--- config.mk ---
export PLATFORM = sky130hd
export DESIGN_NAME = bram_port_arbiter_flat
export DESIGN_NICKNAME = d
export VERILOG_FILES = /design/src/rtl/bram_port_arbiter_if.sv /design/src/rtl/bram_port_arbiter.sv /design/src/flat_wrapper.sv
export SDC_FILE = /design/constraint.sdc
export NUM_CORES = 1
export LEC_CHECK = 0
export ABC_CLOCK_PERIOD_IN_PS = 4800
export CAP_MARGIN = 25
export CORE_ASPECT_RATIO = 1.2
export CORE_MARGIN = 2
export CORE_UTILIZATION = 39
export CTS_BUF_LIST = sky130_fd_sc_hd__clkbuf_8
export DETAILED_ROUTE_END_ITERATION = 7
export PLACE_DENSITY_LB_ADDON = 0.2
export SETUP_SLACK_MARGIN = 0.02
export SLEW_MARGIN = 20
export SYNTH_ARGS = -nofsm -noshare
export SYNTH_HDL_FRONTEND = slang
export SYNTH_SLANG_ARGS = --single-unit
--- constraint.sdc ---
create_clock -name clk -period 4.8 [get_ports clk]
set_clock_uncertainty 0.1 [all_clocks]
set_input_delay 1.2 -clock clk [delete_from_list [all_inputs] [get_ports clk]]
set_output_delay 1.2 -clock clk [all_outputs]
set_load 0.005 [all_outputs]
--- src/rtl/bram_port_arbiter_if.sv ---
// bram_port_arbiter_if
//   Bundles the two requester ports and the BRAM bus of bram_port_arbiter.
//
//   Request/grant handshake (both requester ports):
//     A requester raises *_req (a level) together with a stable address,
//     and for the CPU, stable we/wdata. It keeps all of them stable until it
//     sees *_gnt high. *_gnt high means the access is on the BRAM bus in that
//     cycle, so the request is consumed. Keeping *_req high after the grant
//     asks for a new access. Dropping *_req before the grant cancels the
//     request without side effects. Read data returns one cycle after the
//     grant. It is qualified by a one-cycle *_rvalid pulse. A store returns
//     no rvalid.
//
//   Modports:
//     master : requesters plus the BRAM primitive (drive req/addr/wdata and
//              bram_rdata, observe grants, read data and the BRAM bus)
//     slave  : the arbiter
interface bram_port_arbiter_if #(
  parameter int ADDR_W = 16,
  parameter int DATA_W = 16
);
  // CPU load/store port
  logic              cpu_req;
  logic              cpu_we;
  logic [ADDR_W-1:0] cpu_addr;
  logic [DATA_W-1:0] cpu_wdata;
  logic              cpu_gnt;
  logic              cpu_rvalid;
  logic [DATA_W-1:0] cpu_rdata;
  // Display read-only port
  logic              disp_req;
  logic [ADDR_W-1:0] disp_addr;
  logic              disp_gnt;
  logic              disp_rvalid;
  logic [DATA_W-1:0] disp_rdata;
  // BRAM primitive bus
  logic [ADDR_W-1:0] bram_addr;
  logic              bram_we;
  logic [DATA_W-1:0] bram_wdata;
  logic [DATA_W-1:0] bram_rdata;

  modport master (
    output cpu_req, cpu_we, cpu_addr, cpu_wdata,
    output disp_req, disp_addr,
    output bram_rdata,
    input  cpu_gnt, cpu_rvalid, cpu_rdata,
    input  disp_gnt, disp_rvalid, disp_rdata,
    input  bram_addr, bram_we, bram_wdata
  );

  modport slave (
    input  cpu_req, cpu_we, cpu_addr, cpu_wdata,
    input  disp_req, disp_addr,
    input  bram_rdata,
    output cpu_gnt, cpu_rvalid, cpu_rdata,
    output disp_gnt, disp_rvalid, disp_rdata,
    output bram_addr, bram_we, bram_wdata
  );
endinterface

--- src/rtl/bram_port_arbiter.sv ---
// bram_port_arbiter
//   Shares one single-port data BRAM between the CPU load/store path
//   (port A) and the read-only display scanner (port B). Grants last one
//   beat and are registered. The CPU has fixed priority. A wait counter
//   forces a display grant after MAX_WAIT denied cycles. BRAM read latency
//   is one cycle, and read data returns with a one-cycle valid strobe.
//
//   Optional build macro BRAM_ARB_RR_EN: when it is defined, contention is
//   resolved round-robin through a 1-bit last-winner register. The wait
//   counter guard stays in place.
//
// Ports:
//   clk           system clock, posedge
//   reset         synchronous, active-low
//   bus           bram_port_arbiter_if.slave (CPU port, display port,
//                 BRAM bus). The request/grant rules are documented in
//                 the interface file.
//   dbg_state     current bus owner: 0 IDLE, 1 ISSUE_CPU, 2 ISSUE_DISP
//   dbg_wait_cnt  display starvation counter
module bram_port_arbiter #(
  parameter int ADDR_W   = 16,
  parameter int DATA_W   = 16,
  parameter int MAX_WAIT = 4
) (
  input  logic                clk,
  input  logic                reset,
  bram_port_arbiter_if.slave  bus,
  output logic [1:0]          dbg_state,
  output logic [3:0]          dbg_wait_cnt
);

  // The state names the owner of the BRAM bus in the current cycle.
  typedef enum logic [1:0] {
    IDLE       = 2'd0,
    ISSUE_CPU  = 2'd1,
    ISSUE_DISP = 2'd2
  } state_t;

  localparam logic [3:0] MAX_WAIT_C = 4'(MAX_WAIT);

  state_t            state;
  state_t            win;
  logic [3:0]        wait_cnt;
  logic              cpu_rvalid_q;
  logic              disp_rvalid_q;
  logic              bram_we_q;
  logic [ADDR_W-1:0] bram_addr_q;
  logic [DATA_W-1:0] bram_wdata_q;
  logic              cpu_el;
  logic              disp_el;
  logic              starved;
`ifdef BRAM_ARB_RR_EN
  logic              last_disp;  // 0 = CPU won last, 1 = display won last
`endif

  // A requester that owns the bus this cycle is not eligible at the next
  // edge. Each port therefore gets at most one access every two cycles,
  // which lets two continuous requesters alternate.
  always_comb begin
    cpu_el  = bus.cpu_req  && (state != ISSUE_CPU);
    disp_el = bus.disp_req && (state != ISSUE_DISP);
    starved = disp_el && (wait_cnt >= MAX_WAIT_C);
    win     = IDLE;
    if (starved) begin
      win = ISSUE_DISP;
`ifdef BRAM_ARB_RR_EN
    end else if (cpu_el && disp_el) begin
      win = last_disp ? ISSUE_CPU : ISSUE_DISP;
`endif
    end else if (cpu_el) begin
      win = ISSUE_CPU;
    end else if (disp_el) begin
      win = ISSUE_DISP;
    end
  end

  always_ff @(posedge clk) begin
    if (!reset) begin
      state         <= IDLE;
      wait_cnt      <= 4'd0;
      cpu_rvalid_q  <= 1'b0;
      disp_rvalid_q <= 1'b0;
      bram_we_q     <= 1'b0;
      bram_addr_q   <= '0;
      bram_wdata_q  <= '0;
`ifdef BRAM_ARB_RR_EN
      last_disp     <= 1'b0;
`endif
    end else begin
      state <= win;

      // The read issued this cycle returns from the BRAM next cycle.
      cpu_rvalid_q  <= (state == ISSUE_CPU) && !bram_we_q;
      disp_rvalid_q <= (state == ISSUE_DISP);

      case (win)
        ISSUE_CPU: begin
          bram_addr_q  <= bus.cpu_addr;
          bram_we_q    <= bus.cpu_we;
          bram_wdata_q <= bus.cpu_wdata;
        end
        ISSUE_DISP: begin
          bram_addr_q <= bus.disp_addr;
          bram_we_q   <= 1'b0;
        end
        default: begin
          bram_we_q <= 1'b0;  // the address holds while the bus is idle
        end
      endcase

      // The counter advances only while the display is eligible and loses.
      // It holds while the display is not requesting.
      if (win == ISSUE_DISP) begin
        wait_cnt <= 4'd0;
      end else if (disp_el && (wait_cnt != 4'hF)) begin
        wait_cnt <= wait_cnt + 4'd1;
      end

`ifdef BRAM_ARB_RR_EN
      if (win == ISSUE_CPU) begin
        last_disp <= 1'b0;
      end else if (win == ISSUE_DISP) begin
        last_disp <= 1'b1;
      end
`endif
    end
  end

  assign bus.cpu_gnt     = (state == ISSUE_CPU);
  assign bus.disp_gnt    = (state == ISSUE_DISP);
  assign bus.cpu_rvalid  = cpu_rvalid_q;
  assign bus.disp_rvalid = disp_rvalid_q;
  assign bus.cpu_rdata   = bus.bram_rdata;
  assign bus.disp_rdata  = bus.bram_rdata;
  assign bus.bram_addr   = bram_addr_q;
  assign bus.bram_we     = bram_we_q;
  assign bus.bram_wdata  = bram_wdata_q;
  assign dbg_state       = state;
  assign dbg_wait_cnt    = wait_cnt;

endmodule

--- src/flat_wrapper.sv ---
// flat-port wrapper written by rule: the top's interface ports become plain ports
module bram_port_arbiter_flat 
#(
  parameter int ADDR_W   = 16,
  parameter int DATA_W   = 16,
  parameter int MAX_WAIT = 4
)
  (clk, reset, dbg_state, dbg_wait_cnt, bus_cpu_req, bus_cpu_we, bus_cpu_addr, bus_cpu_wdata, bus_disp_req, bus_disp_addr, bus_bram_rdata, bus_cpu_gnt, bus_cpu_rvalid, bus_cpu_rdata, bus_disp_gnt, bus_disp_rvalid, bus_disp_rdata, bus_bram_addr, bus_bram_we, bus_bram_wdata);
  bram_port_arbiter_if #(.ADDR_W(ADDR_W), .DATA_W(DATA_W)) bus_i ();
  input  logic clk;
  input  logic reset;
  output logic [1:0] dbg_state;
  output logic [3:0] dbg_wait_cnt;
  input wire logic [$bits(bus_i.cpu_req)-1:0] bus_cpu_req;
  input wire logic [$bits(bus_i.cpu_we)-1:0] bus_cpu_we;
  input wire logic [$bits(bus_i.cpu_addr)-1:0] bus_cpu_addr;
  input wire logic [$bits(bus_i.cpu_wdata)-1:0] bus_cpu_wdata;
  input wire logic [$bits(bus_i.disp_req)-1:0] bus_disp_req;
  input wire logic [$bits(bus_i.disp_addr)-1:0] bus_disp_addr;
  input wire logic [$bits(bus_i.bram_rdata)-1:0] bus_bram_rdata;
  output wire logic [$bits(bus_i.cpu_gnt)-1:0] bus_cpu_gnt;
  output wire logic [$bits(bus_i.cpu_rvalid)-1:0] bus_cpu_rvalid;
  output wire logic [$bits(bus_i.cpu_rdata)-1:0] bus_cpu_rdata;
  output wire logic [$bits(bus_i.disp_gnt)-1:0] bus_disp_gnt;
  output wire logic [$bits(bus_i.disp_rvalid)-1:0] bus_disp_rvalid;
  output wire logic [$bits(bus_i.disp_rdata)-1:0] bus_disp_rdata;
  output wire logic [$bits(bus_i.bram_addr)-1:0] bus_bram_addr;
  output wire logic [$bits(bus_i.bram_we)-1:0] bus_bram_we;
  output wire logic [$bits(bus_i.bram_wdata)-1:0] bus_bram_wdata;
  assign bus_i.cpu_req = bus_cpu_req;
  assign bus_i.cpu_we = bus_cpu_we;
  assign bus_i.cpu_addr = bus_cpu_addr;
  assign bus_i.cpu_wdata = bus_cpu_wdata;
  assign bus_i.disp_req = bus_disp_req;
  assign bus_i.disp_addr = bus_disp_addr;
  assign bus_i.bram_rdata = bus_bram_rdata;
  assign bus_cpu_gnt = bus_i.cpu_gnt;
  assign bus_cpu_rvalid = bus_i.cpu_rvalid;
  assign bus_cpu_rdata = bus_i.cpu_rdata;
  assign bus_disp_gnt = bus_i.disp_gnt;
  assign bus_disp_rvalid = bus_i.disp_rvalid;
  assign bus_disp_rdata = bus_i.disp_rdata;
  assign bus_bram_addr = bus_i.bram_addr;
  assign bus_bram_we = bus_i.bram_we;
  assign bus_bram_wdata = bus_i.bram_wdata;
  bram_port_arbiter #(.ADDR_W(ADDR_W), .DATA_W(DATA_W), .MAX_WAIT(MAX_WAIT)) u_core (.clk(clk), .reset(reset), .bus(bus_i), .dbg_state(dbg_state), .dbg_wait_cnt(dbg_wait_cnt));
endmodule
# Yosys cells after proc, flatten, opt, wreduce, memory -nomap -nowiden

Cells that the tools add are included.

Register bits after elaboration: 41
Output and inout bits: 75
Word-level logic and storage cells: 30

$add $sub $neg: 1
$lt $le $gt $ge: 1
Equality and inequality tests: 7
Muxes and demuxes: 4
Bitwise gates (word level): 1
Reduce and logical (&&, ||, !) cells: 9

Operators by type and width:

| cell                                                               | number |
|---|---|
| case mux 16 bit (2 select lines)                                   | 1 |
| 2-to-1 mux 2 bit                                                   | 3 |
| logical AND 1 bit                                                  | 5 |
| adder 4 x 1 -> 4 bit (second input constant)                       | 1 |
| == test 2 x 1 -> 1 bit (second input constant)                     | 2 |
| == test 2 bit (second input constant)                              | 2 |
| greater-or-equal comparator 4 x 3 -> 1 bit (second input constant) | 1 |
| inequality test 4 bit (second input constant)                      | 1 |
| inequality test 2 x 1 -> 1 bit (second input constant)             | 1 |
| inequality test 2 bit (second input constant)                      | 1 |
| AND reduction 2 bit                                                | 1 |
| nonzero test 2 bit                                                 | 1 |
| OR reduction 2 bit                                                 | 1 |
| logical NOT 1 bit                                                  | 1 |
| inverter 1 bit                                                     | 1 |

# Depth between registers and ports, before layout

Gate-level depths: netlist of the first run.

Word-level depth: 7
Depth in mapped cells: 10
Mapped depth without buffers: 7

# Worst setup path after synthesis of the first run

No wires, ideal clock.

Path type: input -> register
Start point: input bus_cpu_req
End point: register u_core.bram_addr_q[10], in the netlist u_core.bus.bram_addr[10]
Library setup time: 0.115 ns
Arrival: 2.549 ns
Setup slack: 2.037 ns
Stages: 9
Cell sequence: nor3b_1 > o21a_1 > nor2b_1 > ha_1 > buf_2 > buf_4 > mux2i_1 > o21ai_0 > and2_1

Cells in the longest elaborated chain, start to end: 5
Elaborated cells on any way between the ends: 7

RTL lines:

| item                                                                   | line                     | text |
|---|---|---|
| start: declaration                                                     | flat_wrapper.sv:14       | `input wire logic [$bits(bus_i.cpu_req)-1:0] bus_cpu_req;` |
| logical AND 1 bit *                                                    | bram_port_arbiter.sv:60  | `cpu_el = bus.cpu_req && (state != ISSUE_CPU);` |
| 2-to-1 mux 2 bit *                                                     | bram_port_arbiter.sv:70  | `end else if (cpu_el) begin` |
| 2-to-1 mux 2 bit *                                                     | bram_port_arbiter.sv:64  | `if (starved) begin` |
| via u_core.win[1]                                                      | bram_port_arbiter.sv:42  | `state_t win;` |
| == test 2 bit or == test 2 x 1 -> 1 bit (tied branches)                | bram_port_arbiter.sv:96  | `case (win)` |
| case mux 16 bit (2 select lines) or nonzero test 2 bit (tied branches) | -                        |  |
| end signal: assignment                                                 | bram_port_arbiter.sv:98  | `bram_addr_q <= bus.cpu_addr;` |
| end signal: assignment                                                 | bram_port_arbiter.sv:103 | `bram_addr_q <= bus.disp_addr;` |
| end: declaration                                                       | bram_port_arbiter.sv:47  | `logic [ADDR_W-1:0] bram_addr_q;` |

The timed path passes the listed nets; every way through them passes the cells marked *.
A chain may end at the register's enable or synchronous reset.

# Worst setup path in the final report of the first run

Start point: input bus_cpu_req
End point: register u_core.bram_addr_q[3], in the netlist u_core.bus.bram_addr[3]

The elaborated chain is that of the path after synthesis.

==> results.py, run 1 <==
metrics = {
    "outcome": {
        "status": "complete, no violations",
    },
    "route": {
        "wirelength_mm": 4.21,
        "drc": 0,
        "viasPerCell": 4.58,
        "drt_pre_antenna_iters": 4,
        "postRouteAntennaNets": 0,
        "wl_per_cell_um": 12.4,
        "drt-initial-drc-count": 85,
        "via_count": 1556,
    },
    "power": {
        "p_seq_share_pct": 44.9,
        "switching_share_pct": 22.5,
        "p_sw_mw": 0.190,
        "power_frac_clock_pct": 33.0,
        "cell_internal_pwr_mw": 0.654,
        "p_leak_nw": 1.11,
        "pwr_density_cell_nw_per_um2": 290,
        "ir_drop_mv": 0.122,
        "comb_power_share_pct": 22.1,
    },
    "global_route": {
        "antenna_found_initial": 0,
        "grt_use_total_pct": 15.2,
        "grt_max_degree": 39,
        "overflow": 0,
        "grt_pass1_wl_mm": 7.13,
        "grt_pass1_vias": 1552,
    },
    "synth": {
        "netlist.area_leader.share_pct": 40.0,
        "yosysWarnings": 0,
        "netlist_top_cells_area": "dfxtp_1, mux2i_1, buf_4",
        "synth_cell_types": 29,
        "syn_inst": 219,
        "avgSynthCellArea_um2": 9.36,
        "synth_nets": 291,
        "synth-seq-area-share_pct": 40.0,
        "postSynth.asyncResetShare_pct": 0,
        "synth_edf_count": 0,
        "syn_area_um2": 2050,
        "synth_area_leader_cell": "dfxtp_1",
        "ys_dominant_reg_cell": "dfxtp_1",
        "yosysMostFrequentCell": "dfxtp_1",
        "ys_seq_elements": 41,
        "synth_common_cells": "dfxtp_1, mux2i_1, buf_4",
    },
    "cts": {
        "cts.sink_count": 41,
        "postCtsSetupRepairBufs": 0,
        "cts_buffer_depth": 2,
        "clock_latency_ns": 0.28,
        "cts_resized": 0,
        "clk_pin_slew_ns": 0.07,
        "tritoncts": "yes",
        "htree_levels": 2,
        "cts_buffers": 5,
        "ctsRootBufferMaster": "clkbuf_8",
        "hold_buffers": 0,
    },
    "timing": {
        "finalSetupTns_ns": 0,
        "tightestPinTransition_ns": 1.00,
        "finalHoldViolCount": 0,
        "setup_violations": 0,
        "period_share_pct": 68.7,
        "drv_slew": 0,
        "hold_ws_ns": 0.334,
        "rsz0062_at_grt": "false",
        "max_freq_mhz": 303,
        "fin_crit_ns": 3.30,
        "slew_headroom_pct": 33.1,
    },
    "die": {
        "die_area_um2": 5850,
        "die_w_um": 70.2,
        "coreArea_um2": 5010,
        "top_level_ports": 144,
        "initial_core_util_pct": 40.9,
        "dieHeight_um": 83.4,
        "rows": 28,
    },
    "setup_path": {
        "cp.arrival_ns": 3.38,
        "required_ns": 4.88,
        "criticalPathCategory": "in -> reg",
        "cp_max_fo": 32,
        "worstSetupEndpointType": "flop",
        "worstRegToRegCells": 6,
        "start_kind": "input port",
    },
    "run": {
        "drv_cap": 0,
    },
    "placed_design": {
        "finalWeightedCongestion": 0.672,
        "placed_area_um2": 2790,
        "place.port_buffers": 95,
        "hpwl_mm": 3.11,
    },
    "final_layout": {
        "nets": 351,
        "area.growth.synth_to_final_pct": 41.8,
        "drive_above_1_share_pct": 5.00,
        "fin_area_um2": 2910,
        "diodes": 0,
    },
    "min_path": {
        "hold_path_class": "reg -> reg",
        "worstHoldPathCells": 1,
    },
}
-- path summary, 6_finish.rpt --
kind                            slack [ns]                 from                      end
worst max-delay path                  1.50          bus_cpu_req  u_core.bus.bram_addr[3]
worst min-delay path                  0.33   u_core.bus.bram_we    u_core.bus.cpu_rvalid
worst max register to register        2.45  u_core.dbg_state[0]  u_core.bus.bram_addr[3]
worst min register to register        0.33   u_core.bus.bram_we    u_core.bus.cpu_rvalid
-- stage by stage --
step / setup slack, ns / utilization (%) / power (mW) / std cells
floorplan: 2.04 / - / 0.489 / 219
global placement: 1.23 / 55.7 / 0.573 / 332
detailed placement: 1.19 / 55.7 / 0.576 / 332
CTS: 1.50 / 58.0 / 0.859 / 340
global route: 1.26 / 58.0 / 0.896 / 340
finish: 1.50 / 58.0 / 0.844 / 340
-- cells in the final DEF, fill, tap and decap left out, drive strengths merged, types with 2 or more instances in the layout --
cell type / count
nor2b: 19
buf: 2
inv: 2
nor3b: 2
mux2i: 34
and2: 19
nand2b: 2
dfxtp: 41
and3: 2
clkbuf: 6
nand2: 22
o21a: 2
clkdlybuf4s50: 95
ha: 3
o21ai: 17
-- kinds of logic (layout without fill, tap and decap cells) --
| family | count (synthesis) | count (layout) | synth area share, % |
|---|---|---|---|
| compound gates | 23 | 23 | 6.53 |
| mux | 34 | 34 | 16.6 |
| buf+inv | 45 | 106 | 14.8 |
| flops | 41 | 41 | 40.0 |
| fa+ha+maj | 3 | 3 | 1.83 |
| simple gates | 73 | 73 | 20.1 |
-- power by group through the flow --
stage | Clock [mW] | Sequential, mW | Combinational (mW)
2_1_floorplan | 0 | 0.389 | 0.100
3_3_place_gp | 0 | 0.386 | 0.187
3_5_place_dp | 0 | 0.387 | 0.189
4_1_cts | 0.290 | 0.379 | 0.190
5_1_grt | 0.306 | 0.383 | 0.207
6_report | 0.278 | 0.379 | 0.187
-- registers in the layout, summed over array words and instances, names as in the netlist --
name	count
u_core.bus.bram_addr	16
u_core.bus.bram_wdata	16
u_core.dbg_wait_cnt	4
u_core.dbg_state	2
u_core.bus.bram_we	1
u_core.bus.cpu_rvalid	1
u_core.bus.disp_rvalid	1
-- final cells by class --
| type | count | area [µm²] |
|---|---|---|
| multi-input combinational | 133 | 925 |
| tap | 60 | 75.1 |
| sequential | 41 | 821 |
| clock buffer | 6 | 82.6 |
| fill | 489 | 2100 |
| inverter | 1 | 3.75 |
| clock inverter | 2 | 33.8 |
| timing repair buffer | 97 | 966 |
-- routing by layer --
| metal | routed length, µm | GRT usage [%] | share of wire [%] |
|---|---|---|---|
| met1 | 1780 | 17.1 | 42 |
| met2 | 1920 | 24.2 | 46 |
| met3 | 456 | 7.77 | 11 |
| met4 | 45 | 5.77 | 1.1 |
| met5 | 0 | 0 | 0 |
-- critical path: stages --
cell	delay, ns
clkdlybuf4s50_1	0.51
nor3b_1	0.20
o21a_1	0.16
nor2b_1	0.05
ha_1	0.82
o21ai_0	0.21
and2_1	0.20
Power figures use the tool's default switching activity.
==> run 2, diff against run 1 <==
--- a/config.mk
+++ b/config.mk
@@ -5,11 +5,11 @@
 export SDC_FILE = /design/constraint.sdc
 export NUM_CORES = 1
 export LEC_CHECK = 0
-export ABC_CLOCK_PERIOD_IN_PS = 4800
+export ABC_CLOCK_PERIOD_IN_PS = 3300
 export CAP_MARGIN = 25
 export CORE_ASPECT_RATIO = 1.2
 export CORE_MARGIN = 2
-export CORE_UTILIZATION = 39
+export CORE_UTILIZATION = 36
 export CTS_BUF_LIST = sky130_fd_sc_hd__clkbuf_8
 export DETAILED_ROUTE_END_ITERATION = 7
 export PLACE_DENSITY_LB_ADDON = 0.2
==> constraint.sdc (replaced) <==
create_clock -name clk -period 3.3 [get_ports clk]
set_clock_uncertainty 0.1 [all_clocks]
set_input_delay 0.825 -clock clk [delete_from_list [all_inputs] [get_ports clk]]
set_output_delay 0.825 -clock clk [all_outputs]
set_load 0.005 [all_outputs]
==> run 2 against run 1 <==
Wire length grew 0.50%. Register-to-register slack lost 1.2 ns. Via count grew 2.6%. Critical path depth grew 2. Cell count grew 2.4%.
==> results.py, run 2 (synthesis gave the netlist of run 1 again) <==
metrics = {
    "route": {
        "postRouteAntennaNets": 0,
        "wl_per_cell_um": 12.1,
        "drt_pre_antenna_iters": 4,
        "wirelength_mm": 4.23,
        "viasPerCell": 4.59,
        "via_count": 1596,
        "drc": 0,
        "drt-initial-drc-count": 48,
    },
    "timing": {
        "slew_headroom_pct": 74.9,
        "drv_slew": 0,
        "finalHoldViolCount": 0,
        "max_freq_mhz": 389,
        "setup_violations": 0,
        "setup_ws_ns": 0.732,
        "tightestPinTransition_ns": 0.375,
        "period_share_pct": 77.8,
        "finalSetupTns_ns": 0,
        "rsz0062_at_grt": "false",
        "fin_crit_ns": 2.57,
    },
    "cts": {
        "hold_buffers": 0,
        "cts_buffers": 5,
        "clk_pin_slew_ns": 0.08,
        "postCtsSetupRepairBufs": 0,
        "cts_buffer_depth": 2,
        "clock_latency_ns": 0.28,
        "cts_resized": 0,
        "htree_levels": 2,
        "tritoncts": "yes",
        "ctsRootBufferMaster": "clkbuf_8",
        "cts.sink_count": 41,
    },
    "placed_design": {
        "dpl_worst_slack_ns": 0.424,
        "finalWeightedCongestion": 0.710,
        "hpwl_mm": 3.17,
        "placedCellCount": 340,
        "place.port_buffers": 95,
    },
    "power": {
        "p_sw_mw": 0.280,
        "switching_share_pct": 23.7,
        "p_leak_nw": 1.12,
        "power_frac_clock_pct": 30.0,
        "ir_drop_mv": 0.209,
        "p_seq_share_pct": 46.7,
        "comb_power_share_pct": 23.3,
        "cell_internal_pwr_mw": 0.902,
        "total_power_mw": 1.18,
        "pwr_density_cell_nw_per_um2": 402,
    },
    "die": {
        "top_level_ports": 144,
        "dieHeight_um": 86.7,
        "initial_core_util_pct": 36.6,
        "die_w_um": 72.9,
        "rows": 30,
        "coreArea_um2": 5590,
        "die_area_um2": 6310,
    },
    "global_route": {
        "grt_pass1_wl_mm": 6.80,
        "grt_pass1_vias": 1558,
        "overflow": 0,
        "grt_use_total_pct": 13.8,
        "antenna_found_initial": 0,
        "grt_max_degree": 38,
    },
    "final_layout": {
        "final_cell_mix": "clkdlybuf4s50_1, dfxtp_1, mux2i_1",
        "utilization_pct": 52.6,
        "mostFrequentLayoutCell": "clkdlybuf4s50_1",
        "regArea_um2": 821,
        "multi_input_area_um2": 925,
        "drive_above_1_share_pct": 6.69,
        "diodes": 0,
        "area.growth.synth_to_final_pct": 43.4,
        "finalNonFillerCells": 348,
        "nFillCells": 539,
        "nets": 355,
    },
    "run": {
        "drv_cap": 0,
    },
    "setup_path": {
        "cp.arrival_ns": 2.68,
        "required_ns": 3.41,
        "cp_max_fo": 17,
        "start_kind": "input port",
        "worstSetupEndpointType": "flop",
        "criticalPathCategory": "in -> reg",
    },
    "outcome": {
        "status": "complete, no violations",
    },
    "min_path": {
        "hold_path_class": "reg -> reg",
    },
}
==> run 2: cell count changes in the layout (fill, tap and decap cells not counted), sizes merged <==
| cell | change |
|---|---|
| buf | +4 |
| clkbuf | +1 |
| bufinv | -1 |
| inv | -1 |
| clkinv | +1 |
==> run 2: power groups by stage <==
stage,registers [mW],clock network (mW),logic [mW]
floorplan,0.566,0,0.146
finish,0.552,0.354,0.275
CTS,0.552,0.374,0.281
global placement,0.562,0,0.278
detailed placement,0.563,0,0.280
global route,0.557,0.390,0.305
==> run 2: layout make-up <==
cell class              count  area share (%)
well taps                  64            2.72
repair buffers            101            34.3
clock inverters             1           0.170
multi-input cells         133            31.5
flip-flops and latches     41            27.9
inverters                   1           0.128
clock buffers               7            3.28
==> run 2: routing by layer <==
| metal | part of all wire (%) | wire length, µm | track usage [%] |
|---|---|---|---|
| met3 | 9.7 | 411 | 6.16 |
| met4 | 1.6 | 68 | 5.56 |
| met1 | 39 | 1640 | 14.8 |
| met2 | 50 | 2100 | 23.3 |
| met5 | 0 | 0 | 0 |
==> run 2: worst paths after layout <==
path,start,to,slack (ns),cells after the start
setup reg to reg,u_core.dbg_state[0],u_core.bus.bram_addr[9],1.21,8
hold / removal,u_core.bus.bram_we,u_core.bus.cpu_rvalid,0.33,1
setup / recovery,bus_cpu_req,u_core.dbg_wait_cnt[0],0.73,9
hold reg to reg,u_core.bus.bram_we,u_core.bus.cpu_rvalid,0.33,1
==> run 2: through the flow <==
step                hold slack (ns)  area [µm²]
global route                  0.372        2940
detailed placement            0.323        2840
floorplan                     0.320        2050
finish                        0.329        2940
CTS                           0.335        2940
global placement              0.309        2840
==> run 2: critical path: stages <==
cell and delay (ns):
clkdlybuf4s50_1 0.50, nor3b_1 0.19, o21a_1 0.16, nor2b_1 0.06
ha_1 0.21, buf_12 0.17, nor2b_1 0.33, nand2_1 0.10
mux2i_1 0.14
